$ cat src/rtl/multi_edge_sync_if.sv
// Handshake/bus bundle for multi_edge_sync: async level inputs, per-channel
// mode/ack controls, and the synchronised level, event and counter outputs.
interface multi_edge_sync_if #(
  parameter int CH    = 4,
  parameter int CNT_W = 8
);
  logic [CH-1:0]       async_in;
  logic [2*CH-1:0]     edge_mode;
  logic [CH-1:0]       evt_ack;
  logic                cnt_clr;
  logic [CH-1:0]       lvl_out;
  logic [CH-1:0]       evt_pulse;
  logic [CH-1:0]       evt_pend;
  logic [CH-1:0]       evt_ovf;
  logic [CH*CNT_W-1:0] evt_cnt;

  modport master (
    output async_in, edge_mode, evt_ack, cnt_clr,
    input  lvl_out, evt_pulse, evt_pend, evt_ovf, evt_cnt
  );

  modport slave (
    input  async_in, edge_mode, evt_ack, cnt_clr,
    output lvl_out, evt_pulse, evt_pend, evt_ovf, evt_cnt
  );
endinterface

$ cat src/rtl/multi_edge_sync.sv
// Multi-channel async edge detector: synchroniser, optional glitch filter
// (EDGE_SYNC_FILTER_EN), edge qualification, pend/ovf flags, saturating counters.
module multi_edge_sync #(
  parameter int CH       = 4,
  parameter int SYNC_STG = 2,
  parameter int FILT_LEN = 3,
  parameter int CNT_W    = 8
) (
  input logic              clk_b,
  input logic              rst_n_b,
  multi_edge_sync_if.slave bus
);

  logic [CH-1:0]      sync_q [SYNC_STG];
  logic [CH-1:0]      sync_d [SYNC_STG];
  logic [CH-1:0]      lvl;
  logic [CH-1:0]      prev_q, prev_d;
  logic [CH-1:0]      evt;
  logic [CH-1:0]      pulse_q, pulse_d;
  logic [CH-1:0]      pend_q, pend_d;
  logic [CH-1:0]      ovf_q, ovf_d;
  logic [CNT_W-1:0]   cnt_q [CH];
  logic [CNT_W-1:0]   cnt_d [CH];
  logic [CH*CNT_W-1:0] cnt_flat;

  always_comb begin
    sync_d[0] = bus.async_in;
    for (int unsigned s = 1; s < SYNC_STG; s++) begin
      sync_d[s] = sync_q[s-1];
    end
  end

  always_ff @(posedge clk_b or negedge rst_n_b) begin
    if (!rst_n_b) begin
      for (int unsigned s = 0; s < SYNC_STG; s++) sync_q[s] <= '0;
    end else begin
      for (int unsigned s = 0; s < SYNC_STG; s++) sync_q[s] <= sync_d[s];
    end
  end

`ifdef EDGE_SYNC_FILTER_EN
  localparam logic [3:0] FILT_LAST = 4'(FILT_LEN - 1);

  logic [CH-1:0] filt_q, filt_d;
  logic [3:0]    fcnt_q [CH];
  logic [3:0]    fcnt_d [CH];

  // Counter runs only while synced and filtered levels disagree; reaching
  // FILT_LEN consecutive disagreeing cycles adopts the synced level.
  always_comb begin
    filt_d = filt_q;
    for (int unsigned i = 0; i < CH; i++) begin
      fcnt_d[i] = '0;
      if (sync_q[SYNC_STG-1][i] != filt_q[i]) begin
        if (fcnt_q[i] == FILT_LAST) filt_d[i] = sync_q[SYNC_STG-1][i];
        else                        fcnt_d[i] = fcnt_q[i] + 4'd1;
      end
    end
  end

  always_ff @(posedge clk_b or negedge rst_n_b) begin
    if (!rst_n_b) begin
      filt_q <= '0;
      for (int unsigned i = 0; i < CH; i++) fcnt_q[i] <= '0;
    end else begin
      filt_q <= filt_d;
      for (int unsigned i = 0; i < CH; i++) fcnt_q[i] <= fcnt_d[i];
    end
  end

  assign lvl = filt_q;
`else
  assign lvl = sync_q[SYNC_STG-1];
`endif

  always_comb begin
    prev_d = lvl;
    evt    = '0;
    for (int unsigned i = 0; i < CH; i++) begin
      case (bus.edge_mode[2*i +: 2])
        2'b00:   evt[i] = lvl[i] & ~prev_q[i];
        2'b01:   evt[i] = ~lvl[i] & prev_q[i];
        2'b10:   evt[i] = lvl[i] ^ prev_q[i];
        default: evt[i] = 1'b0;
      endcase
    end
  end

  // An event always leaves pend set; ovf records a loss only when the
  // event is not covered by a same-cycle ack.
  always_comb begin
    pulse_d = evt;
    pend_d  = pend_q;
    ovf_d   = ovf_q;
    for (int unsigned i = 0; i < CH; i++) begin
      cnt_d[i] = cnt_q[i];
      if (evt[i]) begin
        pend_d[i] = 1'b1;
        if (pend_q[i]) ovf_d[i] = ~bus.evt_ack[i];
      end else if (bus.evt_ack[i] && pend_q[i]) begin
        pend_d[i] = 1'b0;
        ovf_d[i]  = 1'b0;
      end
      if (bus.cnt_clr) begin
        cnt_d[i] = evt[i] ? CNT_W'(1) : '0;
      end else if (evt[i] && (cnt_q[i] != '1)) begin
        cnt_d[i] = cnt_q[i] + CNT_W'(1);
      end
    end
  end

  always_ff @(posedge clk_b or negedge rst_n_b) begin
    if (!rst_n_b) begin
      prev_q  <= '0;
      pulse_q <= '0;
      pend_q  <= '0;
      ovf_q   <= '0;
      for (int unsigned i = 0; i < CH; i++) cnt_q[i] <= '0;
    end else begin
      prev_q  <= prev_d;
      pulse_q <= pulse_d;
      pend_q  <= pend_d;
      ovf_q   <= ovf_d;
      for (int unsigned i = 0; i < CH; i++) cnt_q[i] <= cnt_d[i];
    end
  end

  always_comb begin
    cnt_flat = '0;
    for (int unsigned i = 0; i < CH; i++) begin
      cnt_flat[CNT_W*i +: CNT_W] = cnt_q[i];
    end
  end

  assign bus.lvl_out   = lvl;
  assign bus.evt_pulse = pulse_q;
  assign bus.evt_pend  = pend_q;
  assign bus.evt_ovf   = ovf_q;
  assign bus.evt_cnt   = cnt_flat;

endmodule

$ cat src/flat_wrapper.sv
// flat-port wrapper written by rule: the top's interface ports become plain ports
module multi_edge_sync_flat 
#(
  parameter int CH       = 4,
  parameter int SYNC_STG = 2,
  parameter int FILT_LEN = 3,
  parameter int CNT_W    = 8
)
  (clk_b, rst_n_b, bus_async_in, bus_edge_mode, bus_evt_ack, bus_cnt_clr, bus_lvl_out, bus_evt_pulse, bus_evt_pend, bus_evt_ovf, bus_evt_cnt);
  multi_edge_sync_if #(.CH(CH), .CNT_W(CNT_W)) bus_i ();
  input logic clk_b;
  input logic rst_n_b;
  input wire logic [$bits(bus_i.async_in)-1:0] bus_async_in;
  input wire logic [$bits(bus_i.edge_mode)-1:0] bus_edge_mode;
  input wire logic [$bits(bus_i.evt_ack)-1:0] bus_evt_ack;
  input wire logic [$bits(bus_i.cnt_clr)-1:0] bus_cnt_clr;
  output wire logic [$bits(bus_i.lvl_out)-1:0] bus_lvl_out;
  output wire logic [$bits(bus_i.evt_pulse)-1:0] bus_evt_pulse;
  output wire logic [$bits(bus_i.evt_pend)-1:0] bus_evt_pend;
  output wire logic [$bits(bus_i.evt_ovf)-1:0] bus_evt_ovf;
  output wire logic [$bits(bus_i.evt_cnt)-1:0] bus_evt_cnt;
  assign bus_i.async_in = bus_async_in;
  assign bus_i.edge_mode = bus_edge_mode;
  assign bus_i.evt_ack = bus_evt_ack;
  assign bus_i.cnt_clr = bus_cnt_clr;
  assign bus_lvl_out = bus_i.lvl_out;
  assign bus_evt_pulse = bus_i.evt_pulse;
  assign bus_evt_pend = bus_i.evt_pend;
  assign bus_evt_ovf = bus_i.evt_ovf;
  assign bus_evt_cnt = bus_i.evt_cnt;
  multi_edge_sync #(.CH(CH), .SYNC_STG(SYNC_STG), .FILT_LEN(FILT_LEN), .CNT_W(CNT_W)) u_core (.clk_b(clk_b), .rst_n_b(rst_n_b), .bus(bus_i));
endmodule
$ cat config.mk
export PLATFORM = sky130hd
export DESIGN_NAME = multi_edge_sync_flat
export DESIGN_NICKNAME = d
export VERILOG_FILES = /design/src/rtl/multi_edge_sync_if.sv /design/src/rtl/multi_edge_sync.sv /design/src/flat_wrapper.sv
export SDC_FILE = /design/constraint.sdc
export NUM_CORES = 1
export LEC_CHECK = 0
export BUFFER_PORTS_ARGS = -buffer_cell sky130_fd_sc_hd__buf_2
export CORE_MARGIN = 4
export CORE_UTILIZATION = 45
export CTS_BUF_LIST = sky130_fd_sc_hd__clkbuf_4 sky130_fd_sc_hd__clkbuf_8 sky130_fd_sc_hd__clkbuf_16
export DETAILED_ROUTE_END_ITERATION = 8
export PLACE_DENSITY = 0.72
export SKIP_LAST_GASP = 1
export SYNTH_ARGS = -nofsm -noshare
export SYNTH_HDL_FRONTEND = slang
export SYNTH_SLANG_ARGS = --single-unit
$ cat constraint.sdc
create_clock -name clk_b -period 1.6 [get_ports clk_b]
set_input_delay 0.32 -clock clk_b [delete_from_list [all_inputs] [get_ports clk_b]]
set_output_delay 0.32 -clock clk_b [all_outputs]
set_load 0.02 [all_outputs]
==> results of run 1 <==
## path summary, 6_finish.rpt
kind | depth (start not counted) | end | from | slack (ns)
max | 8 | u_core.bus.evt_cnt[15] | u_core.prev_q[1] | -0.24
min | 2 | u_core.bus.evt_ovf[0] | rst_n_b | -0.008
max reg2reg | 8 | u_core.bus.evt_cnt[15] | u_core.prev_q[1] | -0.24
min reg2reg | 0 | u_core.bus.lvl_out[3] | u_core.sync_d[3] | 0.36
max in group asynchronous | 2 | u_core.bus.evt_cnt[25] | rst_n_b | 1.34
min in group clk_b | 1 | u_core.sync_d[2] | bus_async_in[2] | 0.11
## stage by stage
| step | setup WS (ns) | util | instance area, um2 |
|---|---|---|---|
| 2_1_floorplan | -0.1853 | - | 2824 |
| 3_3_place_gp | -0.1288 | 0.5774 | 3398 |
| 3_5_place_dp | -0.1915 | 0.5774 | 3398 |
| 4_1_cts | -0.1936 | 0.6178 | 3636 |
| 5_1_grt | -0.3210 | 0.6641 | 3909 |
| 6_report | -0.2422 | 0.6641 | 3909 |
## sequential cells by signal, indices dropped and copies added (netlist names)
register	cells
u_core.bus.evt_cnt	32
u_core.bus.evt_ovf	4
u_core.bus.evt_pend	4
u_core.bus.evt_pulse	4
u_core.bus.lvl_out	4
u_core.prev_q	4
u_core.sync_d	4
## worst max-delay path, delay by kind of cell (launching register included)
kind | cells | cell delay (ns)
compound gates | 3 | 0.38
fa+ha+maj | 1 | 0.27
simple gates | 2 | 0.43
flops | 1 | 0.42
buf+inv | 2 | 0.23
## per-layer routing
metal  track usage  share of wire  routed length [um]
met5             0              0                   0
met4       0.03453          0.010                  63
met3       0.04131          0.057                 352
met2        0.2903           0.50                3081
met1        0.2035           0.44                2708
## cell type report
type	instances	area [um2]
repair buffers	103	686.9
fillers	445	1977
flip-flops and latches	56	1411
well taps	75	93.84
clock inverters	3	42.54
clock buffers	5	68.82
inverters	21	78.83
multi-input cells	172	1526
## cell families (layout without fill, tap and decap cells)
group	count (synthesis)	in the layout	share of synthesized area
buffers and inverters	29	132	0.04462
AO/OA/AOI/OAI	56	57	0.1371
adder cells (fa/ha/maj)	12	12	0.05520
flip-flops	56	56	0.5152
XOR/XNOR	7	7	0.02254
multiplexers	7	7	0.02714
AND/OR/NAND/NOR	88	89	0.1982
## power breakdown
part	total [mW]	switching, mW	internal, mW
logic	0.721	0.400	0.321
registers	1.57	0.0682	1.50
clock network	0.902	0.439	0.463
total	3.20	0.907	2.29
## synthesized netlist by cell type (all sizes together) (4+ instances only)
library cell	count
and4	4
nor2	15
buf	4
ha	12
nor2b	5
and2	5
nand3b	4
nand3	8
nand4	6
and3	5
xnor2	4
nor3	7
inv	21
dfrtp	56
o21ai	11
a311oi	5
nand2	17
mux2i	4
a21oi	23
## repair_timing
| action | 4_1_cts | 5_1_grt |
|---|---|---|
| hold buffers | 0 | 0 |
| resized for setup | 13 | 49 |
| hold endpoints to repair | 0 | 0 |
| endpoints found under the setup margin | 25 | 41 |
| buffers inserted | 6 | 6 |
| gates cloned | 2 | 1 |
| pin swaps | 11 | 21 |
==> flow_summary.ini, run 1 <==
[logic_synthesis]
syn-num-nets = 286
ys_async_sr_fraction = 1.000
postSynthCellCount = 255
yosys_warnings = 0
synth.top_cells.by_area = dfrtp_1, ha_1, a21oi_1
synth_seq_cells = 56
netlist_area_um2 = 2720
synth_enable_flop_cells = 0
synth_flop_cell = dfrtp_1
avgSynthCellArea_um2 = 10.67
synth_largest_type_area_fraction = 0.5152
yosys.area.top_type = dfrtp_1
synth_cell_type_count = 53
ys_seq_area_frac = 0.5152

[worst_setup_path]
startpoint_type = flop
timing_worst_setup_path_type = reg2reg
crit_path_end_kind = flop
critPathMaxStageDelay_ns = 0.42
most_prevalent_standard_cell_on_the_critical_path = buf_6
worstPathCellList = ha_4 > and2b_1 > nor3_4 > a21oi_4 > buf_6 > buf_6 > a41o_1 > o311a_1
timing.critical_path.required_ns = 1.79
worstPathMaxFanout = 4
cell_with_the_biggest_individual_delay_on_the_critical_path = dfrtp_1
crit_arrival_ns = 2.03

[pwr]
leakage_nw = 1.914
worst_ir_drop_vdd_uv = 497.2
total_power_mw = 3.196
pwr_density_cell_nw_per_um2 = 817.7

[placed_design]
port-buffer-count = 66
place_congestion = 0.7964
dpl.cell_count = 412
dp_hpwl_um = 4190

[floorplan]
fp.dieH_um = 85.75
start_util = 0.4622
die_width_um = 85.75
die_area_um2 = 7352
placeable_area_um2 = 5886
boundaryPins = 67
core.rowCount = 28

[sta]
timing.clock.skew_ns = 0.003580
max_slew_margin = 0.7127
final.min_clock_period_ns = 1.842
final.hold.worst_slack_ns = -0.008379
worst_slack_ns = -0.2422
unrepaired_setup_endpoints_after_global_routing = true
max_slew.worst_pin.slew_ns = 0.4309
tns_ns = -2.375
final_number_of_setup_violating_endpoints = 30
finalMaxSlewViolations = 0
max_freq_mhz = 542.8
finalCritPeriodShare = 1.151
hold_viol_final = 6

[clock_tree]
cts.reportedPaths.clkPinSlew_ns = 0.09
ctsHtreeMaxLevel = 2
ctsLongestPathBuffers = 2
clock_sinks = 56
cts_tree = built
clock_tree.root_cell = clkbuf_8
clock_latency_late_sink_ns = 0.30
cts_buf_count = 5

[routing]
detailedRoute.firstIterationViolations = 123
routed_wirelength_um = 6206
dr.pass1.iters = 4
vias_per_cell = 5.382
detailroute.via_count = 2341
ant_nets = 0
wire_per_inst_um = 14.27
drc = 0

[global_route]
global_route.overflow_total = 0
gr-usage-all-layers = 0.1643
grt_max_degree = 57
grt_first_pass_wirelength_um = 9873
number_of_global_route_vias_before_repair = 2222
antenna_found_initial = 0

[final_layout]
layoutNonFillerInstCount = 435
finish.net_count = 390
proportion_of_layout_cells_with_a_drive_suffix_above_1 = 0.5139
final_cell_mix = buf_2, dfrtp_1, buf_4
final_common_cell = buf_2
antenna_cells_inserted = 0
flow.area_growth_from_synthesis_pct = 43.70

[run]
drv_cap = 0

[outcome]
violations = negative hold slack, negative setup slack
outcome = complete, but fails checks

[worst_hold_path]
hold_class = in2async
No activity file was read; power rests on OpenSTA's default activity.
==> run 2: changes to the inputs <==
SETUP_SLACK_MARGIN = 0.3   (was not set)
==> run 2 against run 1 <==
Net effect: the flow finishes with violations (negative setup slack); register-to-register slack better by 0.07 ns; clock skew up 0.0024 ns; routed wire length rose by 3.6%; critical path type unchanged.
==> flow_summary.ini, run 2 (same netlist as run 1, synthesis figures left out) <==
[sta]
final.hold.worst_slack_ns = 0.005832
max_slew_margin = 0.7543
finalCritPeriodShare = 1.107
tns_ns = -2.317
timing.clock.skew_ns = 0.005944
hold_viol_final = 0
finalMaxSlewViolations = 0
worst_slack_ns = -0.1717
unrepaired_setup_endpoints_after_global_routing = true
final_number_of_setup_violating_endpoints = 31
final.min_clock_period_ns = 1.772
max_freq_mhz = 564.4
max_slew.worst_pin.slew_ns = 0.3685

[final_layout]
layoutNonFillerInstCount = 447
proportion_of_layout_cells_with_a_drive_suffix_above_1 = 0.5565
flow.area_growth_from_synthesis_pct = 53.45
stdcell_area_um2 = 4174
final.fill_count = 418
largest_reg_flops = 32
final_cell_mix = buf_2, dfrtp_1, buf_6
finish.net_count = 402
antenna_cells_inserted = 0
final_common_cell = buf_2

[routing]
wire_per_inst_um = 14.39
routed_wirelength_um = 6431
dr.pass1.iters = 4
drc = 0
detailedRoute.firstIterationViolations = 168
detailroute.via_count = 2341
ant_nets = 0
vias_per_cell = 5.237

[global_route]
gr-usage-all-layers = 0.1720
number_of_global_route_vias_before_repair = 2321
antenna_found_initial = 0
grt_first_pass_wirelength_um = 10320
global_route.overflow_total = 0
grt_max_degree = 57

[clock_tree]
clock_sinks = 56
ctsLongestPathBuffers = 2
clock_latency_late_sink_ns = 0.30
clock_tree.root_cell = clkbuf_8
cts.reportedPaths.clkPinSlew_ns = 0.09
ctsHtreeMaxLevel = 2
cts_tree = built
cts_buf_count = 5
holdBufCountCts = 0

[worst_setup_path]
timing.critical_path.required_ns = 1.81
crit_path_end_kind = flop
startpoint_type = flop
worstPathMaxFanout = 6
timing_worst_setup_path_type = reg2reg
crit_arrival_ns = 1.98

[placed_design]
detailed_place.area_um2 = 3482
dpl.cell_count = 417
dp_hpwl_um = 4174
place_congestion = 0.8235
port-buffer-count = 66

[pwr]
leakage_nw = 1.992
pwr_density_cell_nw_per_um2 = 753.8
worst_ir_drop_vdd_uv = 665.3
total_power_mw = 3.146

[run]
drv_cap = 0

[floorplan]
placeable_area_um2 = 5886
die_width_um = 85.75
boundaryPins = 67
core.rowCount = 28
die_area_um2 = 7352
fp.dieH_um = 85.75
start_util = 0.4622

[worst_hold_path]
hold_class = in2async

[outcome]
violations = negative setup slack
outcome = complete, but fails checks
[run 2: cell types whose count changed in the layout (fill, tap and decap cells not counted), moves of 4 or more]
cell	previous run	this run
buf_6	11	37
dfrtp_2	8	12
o21ai_0	4	0
buf_2	66	52
dfrtp_1	48	44
[run 2: worst max-delay path, stage by stage (launching register included)]
cell and delay, ns:
dfrtp_1 0.43, ha_4 0.26, and2b_1 0.19, nor3_4 0.21, a21oi_4 0.08, buf_12 0.14
and4_1 0.14, a311oi_1 0.23
[run 2: path summary, 6_finish.rpt]
check | startpoint | endpoint | slack [ns] | cells past startpoint
max | u_core.prev_q[1] | u_core.bus.evt_cnt[11] | -0.17 | 7
min | rst_n_b | u_core.sync_d[3] | 0.006 | 2
max reg2reg | u_core.prev_q[1] | u_core.bus.evt_cnt[11] | -0.17 | 7
min reg2reg | u_core.sync_d[1] | u_core.bus.lvl_out[1] | 0.35 | 0
max in group asynchronous | rst_n_b | u_core.bus.evt_cnt[2] | 1.32 | 2
min in group clk_b | bus_async_in[3] | u_core.sync_d[3] | 0.12 | 1
[run 2: what timing repair did]
action	CTS	global route
endpoints found under the setup margin	59	65
gates resized for setup	60	44
buffers inserted	7	13
cloned	2	0
pin swaps	18	23
[run 2: power by group]
group / switching [mW] / internal [mW]
Combinational: 0.411 / 0.388
Clock: 0.426 / 0.346
Sequential: 0.0694 / 1.51
Total: 0.907 / 2.24
[run 2: area by class of cell]
type                       instances  area (um2)  area share
sequential                        56        1416      0.3393
timing repair buffer             116       929.6      0.2227
clock buffer                       6       82.58     0.01978
clock inverter                     2       10.01    0.002398
inverter                          21       81.33     0.01948
multi-input combinational        171        1560      0.3738
tap                               75       93.84     0.02248
[run 2: per-layer routing]
metal | part of all wire | global-route usage | vias to the layer above | wire [um]
li1 | - | - | 1139 | -
met1 | 0.45 | 0.2202 | 1142 | 2886
met2 | 0.49 | 0.2874 | 54 | 3172
met3 | 0.049 | 0.04899 | 6 | 318
met4 | 0.0082 | 0.04460 | 0 | 53
met5 | 0 | 0 | - | 0
[run 2: metrics by stage]
stage | setup WS [ns] | utilization
after floorplan | -0.1853 | -
after global placement | -0.1544 | 0.5916
after detailed placement | -0.2172 | 0.5916
after CTS | -0.1945 | 0.6582
after global routing | -0.2543 | 0.7092
final | -0.1717 | 0.7092
